**config.mk**
```make
export PLATFORM = sky130hd
export DESIGN_NAME = reg_wb_scheduler_flat
export DESIGN_NICKNAME = d
export VERILOG_FILES = /design/src/rtl/reg_wb_scheduler_pkg.sv /design/src/rtl/reg_wb_scheduler_if.sv /design/src/rtl/reg_wb_scheduler_scoreboard.sv /design/src/rtl/reg_wb_scheduler.sv /design/src/flat_wrapper.sv
export SDC_FILE = /design/constraint.sdc
export NUM_CORES = 1
export LEC_CHECK = 0
export CAP_MARGIN = 40
export CORE_ASPECT_RATIO = 0.9
export CORE_MARGIN = 3
export CORE_UTILIZATION = 42
export DETAILED_ROUTE_END_ITERATION = 10
export GPL_TIMING_DRIVEN = 0
export PLACE_DENSITY = 0.77
export SLEW_MARGIN = 10
export SYNTH_ARGS = -nofsm -noshare
export SYNTH_HDL_FRONTEND = slang
export SYNTH_SLANG_ARGS = --single-unit
```
**constraint.sdc**
```tcl
create_clock -name clk -period 1.85 [get_ports clk]
set_clock_uncertainty 0.15 [all_clocks]
set_input_delay 0.185 -clock clk [delete_from_list [all_inputs] [get_ports clk]]
set_output_delay 0.185 -clock clk [all_outputs]
set_load 0.01 [all_outputs]
```
**src/rtl/reg_wb_scheduler_pkg.sv**
```systemverilog
// Shared types and defaults for the writeback scheduler slice.
// Holds register-index width and the writeback source encoding.
package reg_wb_scheduler_pkg;

    localparam int XLEN_DEF = 32;
    localparam int NREG_DEF = 32;
    localparam int IDX_W    = 5;

    typedef enum logic {
        SRC_ALU = 1'b0,
        SRC_LSU = 1'b1
    } src_t;

    function automatic logic is_x0(input logic [IDX_W-1:0] idx);
        return idx == '0;
    endfunction

endpackage

```
**src/rtl/reg_wb_scheduler_if.sv**
```systemverilog
// Writeback, issue, hazard-query and register-file write bundle.
// master drives writebacks/issues; slave is the scheduler.
interface reg_wb_scheduler_if
    import reg_wb_scheduler_pkg::*;
#(
    parameter int XLEN = XLEN_DEF
) ();

    logic             alu_valid;
    logic             alu_ready;
    logic [IDX_W-1:0] alu_dest;
    logic [XLEN-1:0]  alu_data;

    logic             lsu_valid;
    logic             lsu_ready;
    logic [IDX_W-1:0] lsu_dest;
    logic [XLEN-1:0]  lsu_data;

    logic             issue_valid;
    logic             issue_ready;
    logic [IDX_W-1:0] issue_dest;

    logic [IDX_W-1:0] query_src1;
    logic [IDX_W-1:0] query_src2;
    logic             src1_busy;
    logic             src2_busy;

    logic             reg_write;
    logic [IDX_W-1:0] dest;
    logic [XLEN-1:0]  write_data;
    logic [15:0]      commit_count;

    modport master (
        output alu_valid, alu_dest, alu_data,
        input  alu_ready,
        output lsu_valid, lsu_dest, lsu_data,
        input  lsu_ready,
        output issue_valid, issue_dest,
        input  issue_ready,
        output query_src1, query_src2,
        input  src1_busy, src2_busy,
        input  reg_write, dest, write_data, commit_count
    );

    modport slave (
        input  alu_valid, alu_dest, alu_data,
        output alu_ready,
        input  lsu_valid, lsu_dest, lsu_data,
        output lsu_ready,
        input  issue_valid, issue_dest,
        output issue_ready,
        input  query_src1, query_src2,
        output src1_busy, src2_busy,
        output reg_write, dest, write_data, commit_count
    );

endinterface

```
**src/rtl/reg_wb_scheduler_scoreboard.sv**
```systemverilog
// Busy-bit scoreboard: issue reserves, commit releases, set wins.
// Bit 0 models x0 and never becomes busy.
module reg_scoreboard
    import reg_wb_scheduler_pkg::*;
#(
    parameter int NREG = NREG_DEF
) (
    input  logic             clk,
    input  logic             rst,
    input  logic             issue_valid,
    input  logic [IDX_W-1:0] issue_dest,
    output logic             issue_ready,
    input  logic             clr_en,
    input  logic [IDX_W-1:0] clr_idx,
    input  logic [IDX_W-1:0] src1,
    input  logic [IDX_W-1:0] src2,
    output logic             src1_busy,
    output logic             src2_busy
);

    logic [NREG-1:0] busy_q;
    logic [NREG-1:0] busy_d;
    logic            set_en;

    assign issue_ready = rst & ~busy_q[issue_dest];
    assign set_en      = issue_valid & issue_ready & ~is_x0(issue_dest);
    assign src1_busy   = busy_q[src1];
    assign src2_busy   = busy_q[src2];

    // Clear first so a same-edge reservation of the index survives.
    always_comb begin
        busy_d = busy_q;
        if (clr_en) busy_d[clr_idx] = 1'b0;
        if (set_en) busy_d[issue_dest] = 1'b1;
        busy_d[0] = 1'b0;
    end

    always_ff @(posedge clk or negedge rst) begin
        if (!rst) busy_q <= '0;
        else      busy_q <= busy_d;
    end

endmodule

```
**src/rtl/reg_wb_scheduler.sv**
```systemverilog
// Round-robin ALU/LSU writeback arbiter with a registered commit port.
// Drives the register-file write port and the operand scoreboard.
module reg_wb_scheduler
    import reg_wb_scheduler_pkg::*;
#(
    parameter int XLEN = XLEN_DEF,
    parameter int NREG = NREG_DEF
) (
    input  logic              clk,
    input  logic              rst,
    reg_wb_scheduler_if.slave bus
);

    src_t             last_grant;
    logic             grant_alu;
    logic             grant_lsu;
    logic             xfer_alu;
    logic             xfer;
    logic [IDX_W-1:0] sel_dest;
    logic [XLEN-1:0]  sel_data;

    logic             reg_write_q;
    logic [IDX_W-1:0] dest_q;
    logic [XLEN-1:0]  data_q;
    logic [15:0]      count_q;

    // On a tie the source not granted last wins.
    always_comb begin
        grant_alu = bus.alu_valid &
                    (~bus.lsu_valid | (last_grant == SRC_LSU));
        grant_lsu = bus.lsu_valid &
                    (~bus.alu_valid | (last_grant == SRC_ALU));
    end

    assign bus.alu_ready = rst & grant_alu;
    assign bus.lsu_ready = rst & grant_lsu;

    assign xfer_alu = bus.alu_valid & bus.alu_ready;
    assign xfer     = xfer_alu | (bus.lsu_valid & bus.lsu_ready);
    assign sel_dest = xfer_alu ? bus.alu_dest : bus.lsu_dest;
    assign sel_data = xfer_alu ? bus.alu_data : bus.lsu_data;

    always_ff @(posedge clk or negedge rst) begin
        if (!rst) begin
            reg_write_q <= 1'b0;
            dest_q      <= '0;
            data_q      <= '0;
            count_q     <= '0;
            last_grant  <= SRC_LSU;
        end else begin
            reg_write_q <= xfer & ~is_x0(sel_dest);
            if (xfer) begin
                dest_q     <= sel_dest;
                data_q     <= sel_data;
                count_q    <= count_q + 16'd1;
                last_grant <= xfer_alu ? SRC_ALU : SRC_LSU;
            end
        end
    end

    assign bus.reg_write    = reg_write_q;
    assign bus.dest         = dest_q;
    assign bus.write_data   = data_q;
    assign bus.commit_count = count_q;

    reg_scoreboard #(
        .NREG (NREG)
    ) u_sb (
        .clk         (clk),
        .rst         (rst),
        .issue_valid (bus.issue_valid),
        .issue_dest  (bus.issue_dest),
        .issue_ready (bus.issue_ready),
        .clr_en      (reg_write_q),
        .clr_idx     (dest_q),
        .src1        (bus.query_src1),
        .src2        (bus.query_src2),
        .src1_busy   (bus.src1_busy),
        .src2_busy   (bus.src2_busy)
    );

endmodule

```
**src/flat_wrapper.sv**
```systemverilog
// flat-port wrapper written by rule: the top's interface ports become plain ports
module reg_wb_scheduler_flat import reg_wb_scheduler_pkg::*;
#(
    parameter int XLEN = XLEN_DEF,
    parameter int NREG = NREG_DEF
)
  (clk, rst, bus_alu_valid, bus_alu_dest, bus_alu_data, bus_alu_ready, bus_lsu_valid, bus_lsu_dest, bus_lsu_data, bus_lsu_ready, bus_issue_valid, bus_issue_dest, bus_issue_ready, bus_query_src1, bus_query_src2, bus_src1_busy, bus_src2_busy, bus_reg_write, bus_dest, bus_write_data, bus_commit_count);
  reg_wb_scheduler_if #(.XLEN(XLEN)) bus_i ();
  input  logic clk;
  input  logic rst;
  input wire logic [$bits(bus_i.alu_valid)-1:0] bus_alu_valid;
  input wire logic [$bits(bus_i.alu_dest)-1:0] bus_alu_dest;
  input wire logic [$bits(bus_i.alu_data)-1:0] bus_alu_data;
  output wire logic [$bits(bus_i.alu_ready)-1:0] bus_alu_ready;
  input wire logic [$bits(bus_i.lsu_valid)-1:0] bus_lsu_valid;
  input wire logic [$bits(bus_i.lsu_dest)-1:0] bus_lsu_dest;
  input wire logic [$bits(bus_i.lsu_data)-1:0] bus_lsu_data;
  output wire logic [$bits(bus_i.lsu_ready)-1:0] bus_lsu_ready;
  input wire logic [$bits(bus_i.issue_valid)-1:0] bus_issue_valid;
  input wire logic [$bits(bus_i.issue_dest)-1:0] bus_issue_dest;
  output wire logic [$bits(bus_i.issue_ready)-1:0] bus_issue_ready;
  input wire logic [$bits(bus_i.query_src1)-1:0] bus_query_src1;
  input wire logic [$bits(bus_i.query_src2)-1:0] bus_query_src2;
  output wire logic [$bits(bus_i.src1_busy)-1:0] bus_src1_busy;
  output wire logic [$bits(bus_i.src2_busy)-1:0] bus_src2_busy;
  output wire logic [$bits(bus_i.reg_write)-1:0] bus_reg_write;
  output wire logic [$bits(bus_i.dest)-1:0] bus_dest;
  output wire logic [$bits(bus_i.write_data)-1:0] bus_write_data;
  output wire logic [$bits(bus_i.commit_count)-1:0] bus_commit_count;
  assign bus_i.alu_valid = bus_alu_valid;
  assign bus_i.alu_dest = bus_alu_dest;
  assign bus_i.alu_data = bus_alu_data;
  assign bus_alu_ready = bus_i.alu_ready;
  assign bus_i.lsu_valid = bus_lsu_valid;
  assign bus_i.lsu_dest = bus_lsu_dest;
  assign bus_i.lsu_data = bus_lsu_data;
  assign bus_lsu_ready = bus_i.lsu_ready;
  assign bus_i.issue_valid = bus_issue_valid;
  assign bus_i.issue_dest = bus_issue_dest;
  assign bus_issue_ready = bus_i.issue_ready;
  assign bus_i.query_src1 = bus_query_src1;
  assign bus_i.query_src2 = bus_query_src2;
  assign bus_src1_busy = bus_i.src1_busy;
  assign bus_src2_busy = bus_i.src2_busy;
  assign bus_reg_write = bus_i.reg_write;
  assign bus_dest = bus_i.dest;
  assign bus_write_data = bus_i.write_data;
  assign bus_commit_count = bus_i.commit_count;
  reg_wb_scheduler #(.XLEN(XLEN), .NREG(NREG)) u_core (.clk(clk), .rst(rst), .bus(bus_i));
endmodule
```
; Word level (Yosys, flattened, before mapping)
; Cells that the tools add are included.
[word_totals]
elab_cells = 54
regBits = 86
input_bits = 94
[op_classes]
magnitude_cmp = 6
n_bitwise = 22
n_reduce_logical = 4
n_mux = 15
n_addsub = 1
[op_table]
columns = cell, count
row1 = 2-to-1 mux 32 bit, 3
row2 = AND 32 bit, 1
row3 = inverter 32 bit, 1
row4 = OR 32 bit, 1
row5 = "< comparator 5 x 6 -> 1 bit, second input constant", 4
row6 = "adder 16 x 1 -> 16 bit, second input constant", 1
row7 = binary-select mux 1 bit (select 5 bit), 3
row8 = AND 1 bit, 10
row9 = demux 1 bit (select 5 bit), 2
row10 = "greater-or-equal comparator 5 x 1 -> 1 bit, second input constant", 2
row11 = logical NOT 5 bit, 2
row12 = 2-to-1 mux 1 bit, 6
row13 = inverter 1 bit, 6
row14 = 2-to-1 mux 5 bit, 1
row15 = OR 1 bit, 3
row16 = logical AND 1 bit, 2

; Logic depth before layout (Yosys ltp)
; Gate-level depths: netlist of run 1.
[depth]
depth_word = 9
ltp_mapped = 8
depth_no_buf = 6

; Hierarchy
; A second synthesis of run 1 with hierarchy kept.
[hier_totals]
cells_unflattened = 461
area_unflattened_um2 = 4929.7
[modules_own_cells]
columns = module, seq_area_each_um2, area_each_um2, cells_per_inst, n_inst
row1 = reg_wb_scheduler, 1377.6, 2551.2, 234, 1
row2 = reg_scoreboard, 775.7, 2378.5, 227, 1

; Worst setup path after synthesis of run 1
; Ideal clock, no wire load.
[synth_timing]
path_kind = input-to-output
from = input port bus_query_src1[0]
to = output port bus_src1_busy
path_slack_ns = -0.159
n_path_buf = 1
cell_stages = 4
arrival_time_ns = 1.674
t_required_ns = 1.515
path_cell_list = buf_2 mux4_2 mux4_2 mux2_2
[synth_via]
elab_chain_cells = 2
[synth_lines]
columns = element, line
row1 = start: declaration, flat_wrapper.sv:22  ; input wire logic [$bits(bus_i.query_src1)-1:0] bus_query_src1;
row2 = binary-select mux 1 bit (select 5 bit), reg_wb_scheduler_scoreboard.sv:27  ; assign src1_busy = busy_q[src1];
row3 = 2-to-1 mux 1 bit (implied by the code), reg_wb_scheduler_scoreboard.sv:27
row4 = end: declaration, flat_wrapper.sv:24  ; output wire logic [$bits(bus_i.src1_busy)-1:0] bus_src1_busy;
; No other way between the ends. The select of a mux whose other input is x is not followed.

; Worst setup path in the final report of run 1
[layout_timing]
from = register u_core.u_sb.busy_q[27]
to = output port bus_src2_busy
[layout_via]
elab_chain_cells = 2
[layout_lines]
columns = element, line
row1 = start: declaration, reg_wb_scheduler_scoreboard.sv:21  ; logic [NREG-1:0] busy_q;
row2 = start signal: assignment, reg_wb_scheduler_scoreboard.sv:40  ; else busy_q <= busy_d;
row3 = binary-select mux 1 bit (select 5 bit), reg_wb_scheduler_scoreboard.sv:28  ; assign src2_busy = busy_q[src2];
row4 = 2-to-1 mux 1 bit (implied by the code), reg_wb_scheduler_scoreboard.sv:28
row5 = end: declaration, flat_wrapper.sv:25  ; output wire logic [$bits(bus_i.src2_busy)-1:0] bus_src2_busy;
; No other way between the ends. The select of a mux whose other input is x is not followed.

==> results.md, run 1 <==
* Post-route DRC at 0
* Fill cells at 863
* Hold Violations, Final at 0
* Number of enable flip-flop cells after synthesis at 0
* CTS Buffer Depth at 2
* Total Neg Setup Slack at -5.21 ns
* CTS buffer count at 9
* CP endpoint: bus_src2_busy
* Htree depth at 3
* Worst-path fanout max at 4
* Fraction of layout cells with a size suffix above 1 at 19.3%
* Average via count per standard cell at 5.64
* Multi-input gate area in the final layout at 2560 um2
* Wire length on met2 at 7.28 mm
* Max Cap Viol at 0
* Critical path data arrival time at 2.15 ns
* Min Hold Slack at 0.0254 ns
* CP Buf/Inv Count at 1
* CTS root buf: clkbuf_16
* Synthesis warning total at 0
* Seq. cell area at 2150 um2
* Final net count at 733
* Async SR Flop Fraction at 100%
* CP most frequent cell: mux4_2
* Final slew viol count at 0
* Number of DRC markers in iteration 0 at 256
* Clk sink count at 86
* Syn_nets at 553
* First-pass GRT wire length at 23.7 mm
* TritonCTS clock tree: built
* Worst Reg2Reg Path Length in Cells at 8
* #FFs+latches synth at 86
* Clock transition at path regs at 0.06 ns
* Mapped Area at 4770 um2
* Top delay family on crit path: multiplexers
* Core ar. at 10900 um2
* WP depth at 4
* Leading cell type in the layout, fill and taps excluded: clkdlybuf4s50_1
* Die height at 107 um
* Diode count at 0
* CP peak stage delay at 0.52 ns
* Gr ovfl total at 0
* Worst-Margin Slew at 0.720 ns
* Critical path startpoint: u_core.u_sb.busy_q[27]$_DFF_PN0_
* Fmax at 403 MHz
* CP Cell Sequence: mux4_2, mux4_2, mux2_4, buf_6
* Synth Instances at 458
* Worst setup margin at -0.632 ns
* Clk_lat worst skew at 0.33 ns
* Crit end category: primary output
* Slew HR at 51.8%
* Max VDD drop at 0.468 mV
* Final setup fails at 15
* Status: complete, but fails checks
* Hold Path Class: input port to asynchronous set/reset pin
* P&R area growth vs syn at 51.5%
* Leakage power at 0.00287 uW
* Largest net degree at the start of global routing at 35
* GPL Wtd Cong at 0.920
* Fin crit period at 2.48 ns
* Seq/Total Area, Yosys at 45.1%
* Crit Path Category: register to primary output
* Most frequent cells in the layout: clkdlybuf4s50_1 (136), dfrtp_1 (85), nand2_1 (76)
* Pwr dens at 1010 nW/um2
* Failing checks: negative setup slack
* Boundary Pins at 153
* Worst reg2reg path startpoint: u_core.u_sb.busy_q[27]$_DFF_PN0_
* Fin crit share at 134%
* Max stage delay cell, worst path: mux4_2
* Die X at 118 um
* Max Used Layer: met4
* Ys flop type: dfrtp_1
* Initial antenna violation count at 0
* Post-Place Setup Slack at -1.18 ns
* Met3 routed WL at 1.34 mm
* Gr usage total at 23.6%
* Core Rows at 36
* Reg2reg end: u_core.u_sb.busy_q[26]$_DFF_PN0_
* Critical path required time at 1.51 ns
* Routed Antenna Nets at 0
* Worst reg-to-reg setup slack at -0.37 ns
* Count of cell types in the netlist at 52
* Drt wl/cell at 18.7 um
* Final Routed Wirelength at 14.9 mm
* DR vias at 4483
* RSZ-0062 raised after global routing: true
* Post-layout util at 66.0%
* I/O Buffers at 146
* DP HPWL at 10.7 mm
* Avg Inst Size Synth at 10.4 um2
* Crit start category: register
* Number of global-route vias before repair at 4633
* Met1 wire length at 5.99 mm
* Total die area at 12700 um2
* Starting Density at 43.6%
* Total iterations of the first detailed-routing run at 6
registers in the layout (all words and copies together) (netlist names):
register                 flops
u_core.bus.dest              5
u_core.bus.reg_write         1
u_core.last_grant            1
u_core.u_sb.busy_q          31
u_core.bus.commit_count     16
u_core.bus.write_data       32
power breakdown:
| part | leakage, uW | switching, uW | internal [uW] |
|---|---|---|---|
| combinational | 0.00169 | 1050 | 1430 |
| sequential | 0.00102 | 482 | 2360 |
| clock | 0.000156 | 720 | 1220 |
cells by family (layout without fill, tap and decap cells):
| group | Yosys count | count (layout) | synth area share, % |
|---|---|---|---|
| AOI/OAI and AO/OA | 119 | 119 | 14.3 |
| xor gates and xnor gates | 15 | 15 | 2.75 |
| adders and majority gates | 1 | 1 | 0.262 |
| buffers and inverters | 31 | 216 | 3.52 |
| DFF | 86 | 86 | 45.1 |
| muxes | 72 | 72 | 20.6 |
| and+or+nand+nor | 134 | 134 | 13.5 |
metal layers:
metal | track usage, % | vias to the layer above
li1 | - | 2024
met5 | 0 | -
met1 | 30.2 | 2209
met3 | 6.86 | 21
met2 | 38.8 | 229
met4 | 7.53 | 0
metrics by stage:
| stage | instances | area (um2) | total power, uW |
|---|---|---|---|
| finish | 795 | 7230 | 7270 |
| floorplan | 458 | 4790 | 3970 |
| global route | 795 | 7230 | 7630 |
| CTS | 785 | 7040 | 7130 |
| global placement | 756 | 6440 | 4970 |
| detailed placement | 757 | 6470 | 5070 |
layout make-up:
| cell class | instances | area share [%] |
|---|---|---|
| inverter | 5 | 0.294 |
| multi-input combinational | 341 | 35.5 |
| clock buffer | 11 | 3.36 |
| buffer | 26 | 2.70 |
| tap | 152 | 2.63 |
| sequential | 86 | 29.8 |
| clock inverter | 5 | 1.13 |
| timing repair buffer | 169 | 24.6 |
synthesized netlist by cell type (2+ instances only):
cell / count / area (um2)
o21ai_0: 89 / 445
dfrtp_1: 85 / 2130
nand2_1: 78 / 293
mux2i_1: 47 / 470
mux4_2: 19 / 428
clkbuf_1: 14 / 52.6
nor2_1: 12 / 45.0
xnor2_1: 11 / 96.3
o21ai_2: 9 / 78.8
nand3_1: 8 / 40.0
a21oi_1: 7 / 35.0
buf_2: 6 / 30.0
nand4_1: 6 / 37.5
inv_1: 5 / 18.8
mux2_2: 5 / 56.3
nand3b_1: 5 / 37.5
and3_1: 4 / 25.0
buf_6: 4 / 45.0
or3b_2: 4 / 35.0
xor2_1: 4 / 35.0
nor3_1: 3 / 15.0
a22oi_1: 2 / 15.0
and3b_2: 2 / 20.0
what timing repair did:
item,4_1_cts,5_1_grt
pin swaps,4,9
setup buffers,5,9
endpoints found under the setup margin,78,66
gates cloned,1,1
resized for setup,39,44
hold buffers,6,0
endpoints found under the hold margin,51,0
worst register-to-register path, stage by stage, from the launching register on:
cell and delay (ns):
dfrtp_1 0.41, mux4_2 0.47, and2_4 0.15, a311oi_2 0.22
nand4_2 0.18, buf_8 0.19, buf_6 0.11, clkbuf_16 0.14
o21ai_2 0.12
how the worst min path moves through the flow:
stage / startpoint / to / slack [ns] / cells past startpoint
after global placement: u_core.bus.commit_count[15]$_DFFE_PN0P_ / u_core.bus.commit_count[15]$_DFFE_PN0P_ / 0.31 / 1
after global routing: rst / u_core.last_grant$_DFFE_PN1P_ / 0.02 / 5
final: rst / u_core.last_grant$_DFFE_PN1P_ / 0.03 / 5
after CTS: rst / u_core.last_grant$_DFFE_PN1P_ / 0.01 / 5
after detailed placement: rst / u_core.u_sb.busy_q[5]$_DFF_PN0_ / -0.04 / 1
after floorplan: rst / u_core.bus.commit_count[0]$_DFFE_PN0P_ / -0.26 / 0
Note: power is estimated with default switching activity, not from simulation.
==> inputs of run 2 (changes only) <==
- CORE_ASPECT_RATIO: 0.9 -> 0.75
==> results.md, run 2 (same netlist as run 1, synthesis figures left out) <==
* Status: complete, but fails checks
* Failing checks: negative setup slack
* Gr ovfl total at 0 (unchanged)
* Total iterations of the first detailed-routing run at 5 (-1)
* Post-route DRC at 0 (unchanged)
* CP Cell Sequence: mux4_2, mux4_2, mux2_4, buf_6
* Worst reg2reg path startpoint: u_core.u_sb.busy_q[27]$_DFF_PN0_
* Final setup fails at 17 (+2)
* CTS root buf: clkbuf_16
* Crit end category: primary output
* Fin crit period at 2.48 ns (+0.000222 ns)
* Clock transition at path regs at 0.06 ns (about the same)
* Leakage power at 0.00287 uW (about the same)
* Max stage delay cell, worst path: mux4_2
* Gr usage total at 24.0% (+0.43 points)
* Boundary Pins at 153 (unchanged)
* Worst Reg2Reg Path Length in Cells at 7 (-1)
* Non-filler cells in the finished layout at 783 (-1.5%)
* Max VDD drop at 0.514 mV (+9.8%)
* Initial antenna violation count at 0 (unchanged)
* First-pass GRT wire length at 23.9 mm (+0.82%)
* Fmax at 403 MHz (about the same)
* Worst-Margin Slew at 0.711 ns (-0.00915 ns)
* Critical path data arrival time at 2.15 ns (about the same)
* Clk_lat worst skew at 0.34 ns (about the same)
* Final Routed Wirelength at 15.1 mm (+1.4%)
* Fraction of layout cells with a size suffix above 1 at 19.6% (+0.31 points)
* Top delay family on crit path: multiplexers
* Pwr dens at 991 nW/um2 (-1.5%)
* Worst-path fanout max at 4 (unchanged)
* Hold Violations, Final at 0 (unchanged)
* CP Buf/Inv Count at 1 (unchanged)
* Slew HR at 52.4% (+0.61 points)
* Dpl cells at 745 (-1.6%)
* Average via count per standard cell at 5.70 (+1.0%)
* Total die area at 12700 um2 (about the same)
* Final slew viol count at 0 (unchanged)
* Post-route cell area at 7210 um2 (-0.21%)
* Seq. cell area at 2150 um2 (about the same)
* Fill cells at 868 (+0.58%)
* CP most frequent cell: mux4_2
* Max reg flops at 32 (unchanged)
* Critical path required time at 1.51 ns (about the same)
* Die height at 98.3 um (-8.2%)
* CP peak stage delay at 0.52 ns (about the same)
* Starting Density at 43.3% (-0.31 points)
* Min Hold Slack at 0.0861 ns (+0.0607 ns)
* P&R area growth vs syn at 51.2%
* Final net count at 733 (unchanged)
* Fin crit share at 134% (about the same)
* Multi-input gate area in the final layout at 2590 um2 (+1.0%)
* Critical path startpoint: u_core.u_sb.busy_q[31]$_DFF_PN0_
* Grt met3 use at 8.42% (+1.6 points)
* Number of DRC markers in iteration 0 at 520 (+100%)
* Leading cell type in the layout, fill and taps excluded: clkdlybuf4s50_1
* Crit start category: register
* Htree depth at 3 (unchanged)
* RSZ-0062 raised after global routing: true
* Drt wl/cell at 19.3 um (+3.0%)
* Die X at 129 um (+9.1%)
* DR vias at 4460 (-0.51%)
* WP depth at 4 (unchanged)
* Placed Instance Area at 6450 um2 (-0.23%)
* Met2 usage at 37.7% (-1.1 points)
* Worst reg-to-reg setup slack at -0.30 ns (+0.07 ns)
* DP HPWL at 10.8 mm (+0.55%)
* I/O Buffers at 146 (unchanged)
* GPL Wtd Cong at 0.930 (+1.1%)
* Core ar. at 11000 um2 (+0.72%)
* Busiest grt layer: met2
* Largest net degree at the start of global routing at 40 (+14%)
* Worst setup margin at -0.632 ns (-0.000222 ns)
* CTS buffer count at 9 (unchanged)
* Max Cap Viol at 0 (unchanged)
* Crit Path Category: register to primary output
* TritonCTS clock tree: built
* Hold Path Class: input port to asynchronous set/reset pin
* Most frequent cells in the layout: clkdlybuf4s50_1 (136), dfrtp_1 (84), nand2_1 (76)
* CTS Buffer Depth at 2 (unchanged)
* Routed Antenna Nets at 0 (unchanged)
* Clk sink count at 86 (unchanged)
* Core Rows at 33 (-8.3%)
* Number of global-route vias before repair at 4488 (-3.1%)
* Met1 GRT Util at 32.6% (+2.3 points)
* Diode count at 0 (unchanged)
-- run 2: worst register-to-register path, cell delays in order, from the launching register on --
cell	delay (ns)
dfrtp_1	0.40
mux4_2	0.47
and2_4	0.15
a311oi_2	0.21
nand4_2	0.19
buf_4	0.20
buf_4	0.14
o21ai_0	0.16
-- run 2: where the power goes --
part	internal (uW)	switching, uW
clock	1050	757
combinational	1430	1070
sequential	2370	483
-- run 2: final timing paths --
| kind | to |
|---|---|
| max reg2reg | u_core.u_sb.busy_q[12]$_DFF_PN0_ |
| max | bus_src1_busy |
| max in group asynchronous | u_core.bus.commit_count[0]$_DFFE_PN0P_ |
| min reg2reg | u_core.bus.commit_count[15]$_DFFE_PN0P_ |
| min in group clk | u_core.u_sb.busy_q[8]$_DFF_PN0_ |
| min | u_core.last_grant$_DFFE_PN1P_ |
-- run 2: stage by stage --
step           setup TNS (ns)  power, uW  util (%)  setup slack (ns)
3_3_place_gp          -547.42       4970      58.3             -4.23
4_1_cts                -30.76       6960      63.5            -0.614
2_1_floorplan          -0.168       3970         -           -0.0622
3_5_place_dp           -48.11       5050      58.5             -1.15
5_1_grt                 -6.85       7500      65.4            -0.665
6_report                -4.90       7150      65.4            -0.632
-- run 2: repair_timing --
item | in CTS | in global routing
buffers inserted | 4 | 9
gates resized for setup | 40 | 60
hold buffers | 7 | 1
endpoints found under the setup margin | 78 | 101
pin swaps | 4 | 15
endpoints found under the hold margin | 59 | 26
gates cloned | 1 | 0
-- run 2: area by class of cell --
type,instances,share of cell area (%)
clock inverter,5,0.815
tap,140,2.43
sequential,86,29.9
inverter,5,0.295
multi-input combinational,341,35.9
timing repair buffer,169,24.5
buffer,26,2.93
clock buffer,11,3.23
-- run 2: metal layers --
| metal | routed length [um] | vias to the layer above |
|---|---|---|
| li1 | - | 2030 |
| met1 | 6090 | 2140 |
| met2 | 7170 | 273 |
| met3 | 1690 | 17 |
| met4 | 140 | 0 |
| met5 | 0 | - |
==> inputs of run 3 (changes only) <==
- GPL_TIMING_DRIVEN: 0 -> 1
==> results.md, run 3 (same netlist as run 1, synthesis figures left out) <==
* P&R area growth vs syn at 59.9%
* Status: complete, but fails checks
* Fin crit period at 2.57 ns (+0.0865 ns)
* Drt wl/cell at 19.8 um (+2.8%)
* Worst-Margin Slew at 0.438 ns (-0.274 ns)
* I/O Buffers at 152 (+4.1%)
* Clock transition at path regs at 0.07 ns (about the same)
* Number of DRC markers in iteration 0 at 341 (-34%)
* Die X at 129 um (unchanged)
* CTS buffer count at 9 (unchanged)
* Starting Density at 43.3% (unchanged)
* Clk sink count at 86 (unchanged)
* Crit start category: register
* Final Routed Wirelength at 16.3 mm (+7.8%)
* Max Cap Viol at 0 (unchanged)
* Worst reg2reg path startpoint: u_core.u_sb.busy_q[27]$_DFF_PN0_
* Die height at 98.3 um (unchanged)
* Worst setup margin at -0.719 ns (-0.0865 ns)
* Max reg flops at 32 (unchanged)
* Total die area at 12700 um2 (unchanged)
* Post-Place Setup Slack at -1.04 ns (+0.104 ns)
* Final net count at 771 (+5.2%)
* Core ar. at 11000 um2 (unchanged)
* Slew HR at 70.7% (+18 points)
* Fin crit share at 139% (+4.7 points)
* Critical path startpoint: u_core.u_sb.busy_q[27]$_DFF_PN0_
* Critical path required time at 1.51 ns (about the same)
* Htree depth at 3 (unchanged)
* Critical path data arrival time at 2.23 ns (+0.08 ns)
* Final setup fails at 24 (+7)
* DR vias at 4594 (+3.0%)
* Fraction of layout cells with a size suffix above 1 at 27.9% (+8.3 points)
* Crit end category: primary output
* GPL Wtd Cong at 0.991 (+6.5%)
* Final slew viol count at 0 (unchanged)
* Worst-path fanout max at 3 (-1)
* DP HPWL at 12.2 mm (+13%)
* Leading cell type in the layout, fill and taps excluded: clkdlybuf4s50_1
* Dpl cells at 787 (+5.6%)
* CTS root buf: clkbuf_16
* Gr usage total at 25.6% (+1.6 points)
* Number of global-route vias before repair at 4690 (+4.5%)
* Routed Antenna Nets at 0 (unchanged)
* Core Rows at 33 (unchanged)
* Hold Violations, Final at 0 (unchanged)
* TritonCTS clock tree: built
* Max VDD drop at 0.537 mV (+4.5%)
* First-pass GRT wire length at 25.1 mm (+5.3%)
* Initial antenna violation count at 0 (unchanged)
* Leakage power at 0.00309 uW (+7.8%)
* Fmax at 389 MHz (-3.4%)
* Clk_lat worst skew at 0.35 ns (about the same)
* Failing checks: negative setup slack
* Post-route DRC at 0 (unchanged)
* Most frequent cells in the layout: clkdlybuf4s50_1 (138), dfrtp_1 (78), nand2_1 (75)
* Boundary Pins at 153 (unchanged)
* Average via count per standard cell at 5.60 (-1.8%)
* RSZ-0062 raised after global routing: true
* CTS Buffer Depth at 2 (unchanged)
* Crit Path Category: register to primary output
* Hold Path Class: input port to asynchronous set/reset pin
* Total iterations of the first detailed-routing run at 6 (+1)
* Diode count at 0 (unchanged)
* Post-route cell area at 7630 um2 (+5.7%)
* Total Neg Setup Slack at -7.36 ns (-2.46 ns)
* Non-filler cells in the finished layout at 821 (+4.9%)
* Gr ovfl total at 0 (unchanged)
* Placed Instance Area at 6880 um2 (+6.6%)
* Pwr dens at 1030 nW/um2 (+3.9%)
* Largest net degree at the start of global routing at 46 (+15%)
run 3: changes by cell type in the layout (fill, tap and decap cells not counted), moves of 6 or more:
cell,previous run,this run
buf_4,9,63
o21ai_2,16,29
clkbuf_1,9,0
clkbuf_2,9,1
o21ai_1,7,0
dfrtp_1,84,78
dfrtp_2,1,7
o21ai_0,75,69
run 3: report_power, final:
group,internal [uW],total [uW],leakage [uW],switching (uW)
combinational,1810,3100,0.00193,1290
clock,960,1810,0.000145,848
sequential,2370,2950,0.00102,581
run 3: worst max-delay path, stage by stage, from the launching register on:
cell and delay (ns):
dfrtp_2 0.41, buf_6 0.13, mux4_2 0.45, mux4_2 0.48, mux2_4 0.29, buf_6 0.12
run 3: final cells by class:
class                      instances  area, um2
tap                              140        175
sequential                        86       2160
inverter                           5       21.3
timing repair buffer             233       2300
multi-input combinational        341       2670
clock buffer                       9        225
fill                             823       3400
clock inverter                     7       75.1
run 3: final timing paths:
kind | to | slack, ns | cells after the start
max in group asynchronous | u_core.last_grant$_DFFE_PN1P_ | 1.10 | 4
worst min-delay path | u_core.u_sb.busy_q[18]$_DFF_PN0_ | 0.01 | 3
worst min register to register | u_core.bus.commit_count[15]$_DFFE_PN0P_ | 0.32 | 1
worst max register to register | u_core.u_sb.busy_q[19]$_DFF_PN0_ | -0.42 | 8
min in group clk | u_core.u_sb.busy_q[18]$_DFF_PN0_ | 0.23 | 6
worst max-delay path | bus_src1_busy | -0.72 | 5
run 3: per-stage QoR:
step / power, uW / hold slack (ns) / util [%]
2_1_floorplan: 3970 / -0.261 / -
3_3_place_gp: 5440 / 0.103 / 62.4
3_5_place_dp: 5530 / 0.108 / 62.4
4_1_cts: 7710 / 0.241 / 67.9
5_1_grt: 8220 / 0.0350 / 69.2
6_report: 7850 / 0.0130 / 69.2
run 3: timing repair:
| action | in CTS | in global routing |
|---|---|---|
| pin swaps | 12 | 17 |
| setup endpoints to repair | 37 | 81 |
| cloned | 1 | 2 |
| hold endpoints to repair | 85 | 0 |
| resized for setup | 79 | 36 |
| buffers inserted | 14 | 4 |
| hold buffers | 1 | 0 |
run 3: metal layers:
layer | share of wire, % | GRT usage (%) | vias to the layer above
met5 | 0 | 0 | -
met4 | 1.6 | 5.81 | 0
met3 | 8.9 | 8.26 | 28
met2 | 48 | 41.0 | 221
met1 | 41 | 34.1 | 2240
li1 | - | - | 2105
